===== src/rtl/mult_div_unit.sv =====
// Iterative 32-bit MULT/MULTU/DIV/DIVU unit with architectural HI/LO registers.
// One shift-add or restoring-divide step per cycle; XLEN cycles per operation.
module mult_div_unit #(
  parameter int unsigned XLEN  = 32,
  parameter int unsigned CNT_W = 6
) (
  input  logic            clk,
  input  logic            reset,
  input  logic            start,
  input  logic [1:0]      op,
  input  logic [XLEN-1:0] rs_data,
  input  logic [XLEN-1:0] rt_data,
  input  logic            hi_we,
  input  logic            lo_we,
  input  logic [XLEN-1:0] wdata,
  output logic [XLEN-1:0] hi,
  output logic [XLEN-1:0] lo,
  output logic            busy,
  output logic            done
);

  typedef enum logic [1:0] {StIdle, StCalc, StDone} state_e;

  state_e              state_q;
  logic [CNT_W-1:0]    cnt_q;
  logic                is_div_q;
  logic                quo_sign_q;
  logic                rem_sign_q;
  logic                div0_q;
  logic [XLEN-1:0]     opnd_q;
  logic [2*XLEN-1:0]   acc_q;
  logic [XLEN-1:0]     hi_q;
  logic [XLEN-1:0]     lo_q;
  logic                busy_q;
  logic                done_q;

  logic                signed_op;
  logic [XLEN-1:0]     rs_mag;
  logic [XLEN-1:0]     rt_mag;
  logic [XLEN:0]       mul_sum;
  logic [XLEN:0]       rem_sh;
  logic [XLEN:0]       rem_diff;
  logic [2*XLEN-1:0]   acc_step;
  logic [2*XLEN-1:0]   prod;
  logic [XLEN-1:0]     res_hi;
  logic [XLEN-1:0]     res_lo;
  logic                last_iter;

  always_comb begin
    signed_op = ~op[0];
    rs_mag    = (signed_op && rs_data[XLEN-1]) ? -rs_data : rs_data;
    rt_mag    = (signed_op && rt_data[XLEN-1]) ? -rt_data : rt_data;
  end

  // acc_q holds {partial product, multiplier} or {remainder, dividend/quotient}.
  always_comb begin
    mul_sum  = {1'b0, acc_q[2*XLEN-1:XLEN]} + (acc_q[0] ? {1'b0, opnd_q} : '0);
    rem_sh   = acc_q[2*XLEN-1:XLEN-1];
    rem_diff = rem_sh - {1'b0, opnd_q};
    if (!is_div_q) begin
      acc_step = {mul_sum, acc_q[XLEN-1:1]};
    end else if (!rem_diff[XLEN]) begin
      acc_step = {rem_diff[XLEN-1:0], acc_q[XLEN-2:0], 1'b1};
    end else begin
      acc_step = {rem_sh[XLEN-1:0], acc_q[XLEN-2:0], 1'b0};
    end
  end

  always_comb begin
    prod = quo_sign_q ? -acc_step : acc_step;
    if (is_div_q) begin
      // Divide by zero: quotient all ones; remainder path already yields the dividend.
      if (div0_q) begin
        res_lo = '1;
      end else begin
        res_lo = quo_sign_q ? -acc_step[XLEN-1:0] : acc_step[XLEN-1:0];
      end
      res_hi = rem_sign_q ? -acc_step[2*XLEN-1:XLEN] : acc_step[2*XLEN-1:XLEN];
    end else begin
      res_lo = prod[XLEN-1:0];
      res_hi = prod[2*XLEN-1:XLEN];
    end
  end

  assign last_iter = (cnt_q == CNT_W'(XLEN - 1));

  always_ff @(posedge clk) begin
    if (reset) begin
      state_q    <= StIdle;
      cnt_q      <= '0;
      is_div_q   <= 1'b0;
      quo_sign_q <= 1'b0;
      rem_sign_q <= 1'b0;
      div0_q     <= 1'b0;
      opnd_q     <= '0;
      acc_q      <= '0;
      hi_q       <= '0;
      lo_q       <= '0;
      busy_q     <= 1'b0;
      done_q     <= 1'b0;
    end else begin
      unique case (state_q)
        StIdle, StDone: begin
          done_q <= 1'b0;
          if (hi_we) hi_q <= wdata;
          if (lo_we) lo_q <= wdata;
          if (start) begin
            is_div_q   <= op[1];
            quo_sign_q <= signed_op & (rs_data[XLEN-1] ^ rt_data[XLEN-1]);
            rem_sign_q <= signed_op & rs_data[XLEN-1];
            div0_q     <= (rt_data == '0);
            opnd_q     <= op[1] ? rt_mag : rs_mag;
            acc_q      <= {{XLEN{1'b0}}, (op[1] ? rs_mag : rt_mag)};
            cnt_q      <= '0;
            busy_q     <= 1'b1;
            state_q    <= StCalc;
          end else begin
            state_q <= StIdle;
          end
        end
        StCalc: begin
          acc_q <= acc_step;
          cnt_q <= cnt_q + CNT_W'(1);
          if (last_iter) begin
            hi_q    <= res_hi;
            lo_q    <= res_lo;
            busy_q  <= 1'b0;
            done_q  <= 1'b1;
            state_q <= StDone;
          end
        end
        default: state_q <= StIdle;
      endcase
    end
  end

  assign hi   = hi_q;
  assign lo   = lo_q;
  assign busy = busy_q;
  assign done = done_q;

endmodule


===== config.mk =====
export PLATFORM = sky130hd
export DESIGN_NAME = mult_div_unit
export DESIGN_NICKNAME = d
export VERILOG_FILES = /design/src/rtl/mult_div_unit.sv
export SDC_FILE = /design/constraint.sdc
export NUM_CORES = 1
export LEC_CHECK = 0
export BUFFER_PORTS_ARGS = -buffer_cell sky130_fd_sc_hd__buf_2
export CORE_MARGIN = 4
export CORE_UTILIZATION = 55
export CTS_BUF_LIST = sky130_fd_sc_hd__clkbuf_4 sky130_fd_sc_hd__clkbuf_8 sky130_fd_sc_hd__clkbuf_16
export DETAILED_ROUTE_END_ITERATION = 12
export PLACE_DENSITY = 0.75
export SLEW_MARGIN = 20
export SYNTH_ARGS = -nofsm -noshare
export SYNTH_HDL_FRONTEND = slang
export SYNTH_SLANG_ARGS = --single-unit

===== constraint.sdc =====
create_clock -name clk -period 6.55 [get_ports clk]
set_clock_uncertainty 0.1 [all_clocks]
set_input_delay 0.655 -clock clk [delete_from_list [all_inputs] [get_ports clk]]
set_output_delay 0.655 -clock clk [all_outputs]
set_load 0.02 [all_outputs]

==> out/metrics.yaml <==
timing.hold.worst.class: "reg -> reg"
vdd_ir_drop_max_uv: 200
synth-main-ff-cell: "dfxtp_1"
antenna_left: 0
synthArstFlopShare: 0
cts.clk_slew.worst_paths_ns: 0.09
yosys_warnings: 0
grt.overflow.total: 0
yosysUniqueCellTypes: 96
cts_hold_repair.buffers: 0
routed_wl_mm: 61.9
critical_path_peak_fanout: 8
gpl.final_weighted_congestion: 1.04
ys_seq_area_frac: 0.220
synth_top_family_by_area: "compound AO/OA/AOI/OAI gates"
core-area_um2: 28100
synth_xor_xnor_area_share: 0.0881
num_antenna_cells: 0
start_util: 0.563
post_route_cells_drive_above_1_share: 0.133
postLayoutCoreUtil: 0.622
layout.cell_area.non_filler_um2: 17500
max-clock-path-buffers: 2
post_placement_worst_setup_slack_ns: 0.602
netlist_instances: 2209
post-place-cells: 2645
multiplexer_share_of_the_synthesized_area: 0.0356
tritoncts.num_buffers: 17
detail_route.wl_per_cell_um: 23.1
power.leakage_nw: 7.23
cp_data_required_time_ns: 6.74
drv_cap: 0
vias: 17800
max_slew_vio_count: 0
slew-limit-headroom: 0.250
crit_type: "reg -> reg"
finalCritPeriodShare: 0.946
cts_tree: "yes"
post_synthesis_share_of_cell_area_spent_on_and_or_nand_and_nor_gates: 0.241
clock_sinks: 174
cts_htree_levels: 4
drc_violations_left: 0
post_synthesis_adder_cell_area_fraction: 0.0572
grt_max_degree: 84
portBuffers: 168
post-cts-setup-buffer-count: 0
layout.filler_cells: 2655
die_x_um: 178
setup_repair_after_global_routing_missed_its_margin: "false"
grt_usage: 0.377
final.setup.worst_slack_ns: 0.355
layout_min_cycle_time_ns: 6.19
firstDrtPassIters: 7
path_cells: "inv_1, ha_1, inv_1, fa_1, a211o_1, and3b_1, o21a_1, o211a_2, nor3_4, nor3_1, nor2_1, ha_1, nor3b_1, o221ai_1, nor4_1, nand3_1, or3_1, nor3_1, buf_4, nand2b_1, nand3_1, or3_1, a21oi_2, o41ai_2"
timing_hold_violations_final: 0
synth.ff_latch_count: 174
netlist_area_um2: 15800
die_area_um2: 31500
synth-edff-count: 0
crit_path_start_kind: "register"
clk-insertion-delay-late_ns: 0.45
finalSetupViolCount: 0
drt-vias-per-instance: 6.65
area_delta_synth_final_pct: 10.6
boundaryPins: 169
dr.first_iter.drc_count: 2461
clk_root_buffer_cell: "clkbuf_16"
die_height_um: 178
finish.net_count: 2460
critical_path.slowest_cell: "nor4_1"
layoutNonFillerInstCount: 2677
dpl.hpwl_mm: 47.3
tightestPinTransition_ns: 1.10
syn_avg_cell_area_um2: 7.15
worst-endpoint-arrival_ns: 6.38
antenna_violations_before_repair: 1
synth-compound-area-share: 0.304
run_status: "finished, final reports clean"
mappedNetlistNets: 2383
first_global_vias: 15700
power-per-cell-area_nw_per_um2: 208
rows: 61
timing.critical_path.to_type: "register"
maxClockFrequency_mhz: 161
post_cts_resize_count: 0
grt_first_pass_wirelength_mm: 92.8
timing.critical_path.slowest_cell_delay_ns: 0.50
place_area_um2: 16900
setup_tns_ns: 0
cell families after synthesis:
family          Yosys count
fa+ha+maj                71
mux                      54
flops                   174
compound gates          721
simple gates            815
buf+inv                 215
xor+xnor                159
worst paths after layout:
kind              start         end  slack [ns]  cells past startpoint
max reg2reg   acc_q[31]      hi[30]        0.36                     24
min reg2reg  opnd_q[14]  opnd_q[14]        0.37                      2
max           acc_q[31]      hi[30]        0.36                     24
min          opnd_q[14]  opnd_q[14]        0.37                      2
through the flow:
step	hold slack [ns]	power, mW
detailed placement	0.356	2.53
global placement	0.342	2.52
floorplan	0.340	2.09
global route	0.383	3.78
CTS	0.368	3.59
finish	0.367	3.64
Yosys cell counts, types with 9 or more instances:
| cell | instances | area, um2 |
|---|---|---|
| nand2b_1 | 21 | 131 |
| a21o_1 | 33 | 248 |
| nor2b_1 | 14 | 87.6 |
| nor3_1 | 60 | 300 |
| a31oi_1 | 23 | 144 |
| or3_1 | 21 | 131 |
| clkbuf_1 | 110 | 413 |
| o22ai_1 | 11 | 68.8 |
| xnor2_1 | 81 | 709 |
| a22oi_1 | 35 | 263 |
| mux2_2 | 17 | 191 |
| nor4_1 | 13 | 81.3 |
| o31ai_1 | 22 | 165 |
| and2_1 | 43 | 269 |
| a311oi_1 | 39 | 342 |
| dfxtp_1 | 174 | 3480 |
| a21boi_0 | 9 | 67.6 |
| a211oi_1 | 28 | 210 |
| nand3_1 | 39 | 195 |
| mux2i_1 | 36 | 360 |
| buf_2 | 16 | 80.1 |
| o21ai_0 | 117 | 586 |
| nor2_1 | 244 | 916 |
| nand4_1 | 21 | 131 |
| buf_1 | 22 | 82.6 |
| inv_1 | 62 | 233 |
| a221oi_1 | 16 | 140 |
| ha_1 | 69 | 863 |
| o41ai_1 | 15 | 131 |
| a21oi_1 | 212 | 1060 |
| nand2_1 | 271 | 1020 |
| o21bai_1 | 9 | 67.6 |
| o21a_1 | 15 | 113 |
| o211ai_1 | 62 | 465 |
| and3_1 | 15 | 93.8 |
| xor2_1 | 78 | 683 |
cell usage in the layout (no fill, tap or decap), types with 43 or more instances in the layout:
master,count
xor2_1,78
ha_1,69
o211ai_1,62
nor2_1,243
dfxtp_1,173
xnor2_1,81
nor3_1,60
nand2_1,271
and2_1,43
inv_1,62
a21oi_1,212
o21ai_0,117
buf_4,43
buf_2,167
layout make-up:
type	instances	area, um2	area share
inverter	63	236	0.0135
clock buffer	17	425	0.0243
timing repair buffer	210	1160	0.0663
sequential	174	3490	0.200
clock inverter	15	189	0.0108
multi-input combinational	1820	11500	0.658
tap	378	473	0.0271
power breakdown:
group	switching, mW	internal (mW)	total [mW]
Sequential	0.0743	1.13	1.21
Combinational	0.903	0.450	1.35
Clock	0.557	0.522	1.08
Total	1.53	2.10	3.64
state kept, by name (all words and copies together) (netlist names):
signal	cells
is_div_q	1
hi	32
done	1
acc_q	64
state_q	2
opnd_q	32
rem_sign_q	1
quo_sign_q	1
div0_q	1
busy	1
lo	32
cnt_q	6
critical path, delay by kind of cell (launching register included):
family | cells | cell delay [ns]
and+or+nand+nor | 12 | 3.05
AOI/OAI and AO/OA | 6 | 1.36
adders and majority gates | 3 | 0.81
DFF | 1 | 0.38
buffers and inverters | 3 | 0.35
layer usage:
metal | GRT usage | vias to the layer above | routed length [um]
met2 | 0.553 | 1157 | 25700
met4 | 0.145 | 2 | 2570
met1 | 0.548 | 8326 | 26500
met5 | 0 | - | 13
li1 | - | 8195 | -
met3 | 0.0660 | 131 | 7120
Power figures use the tool's default switching activity.
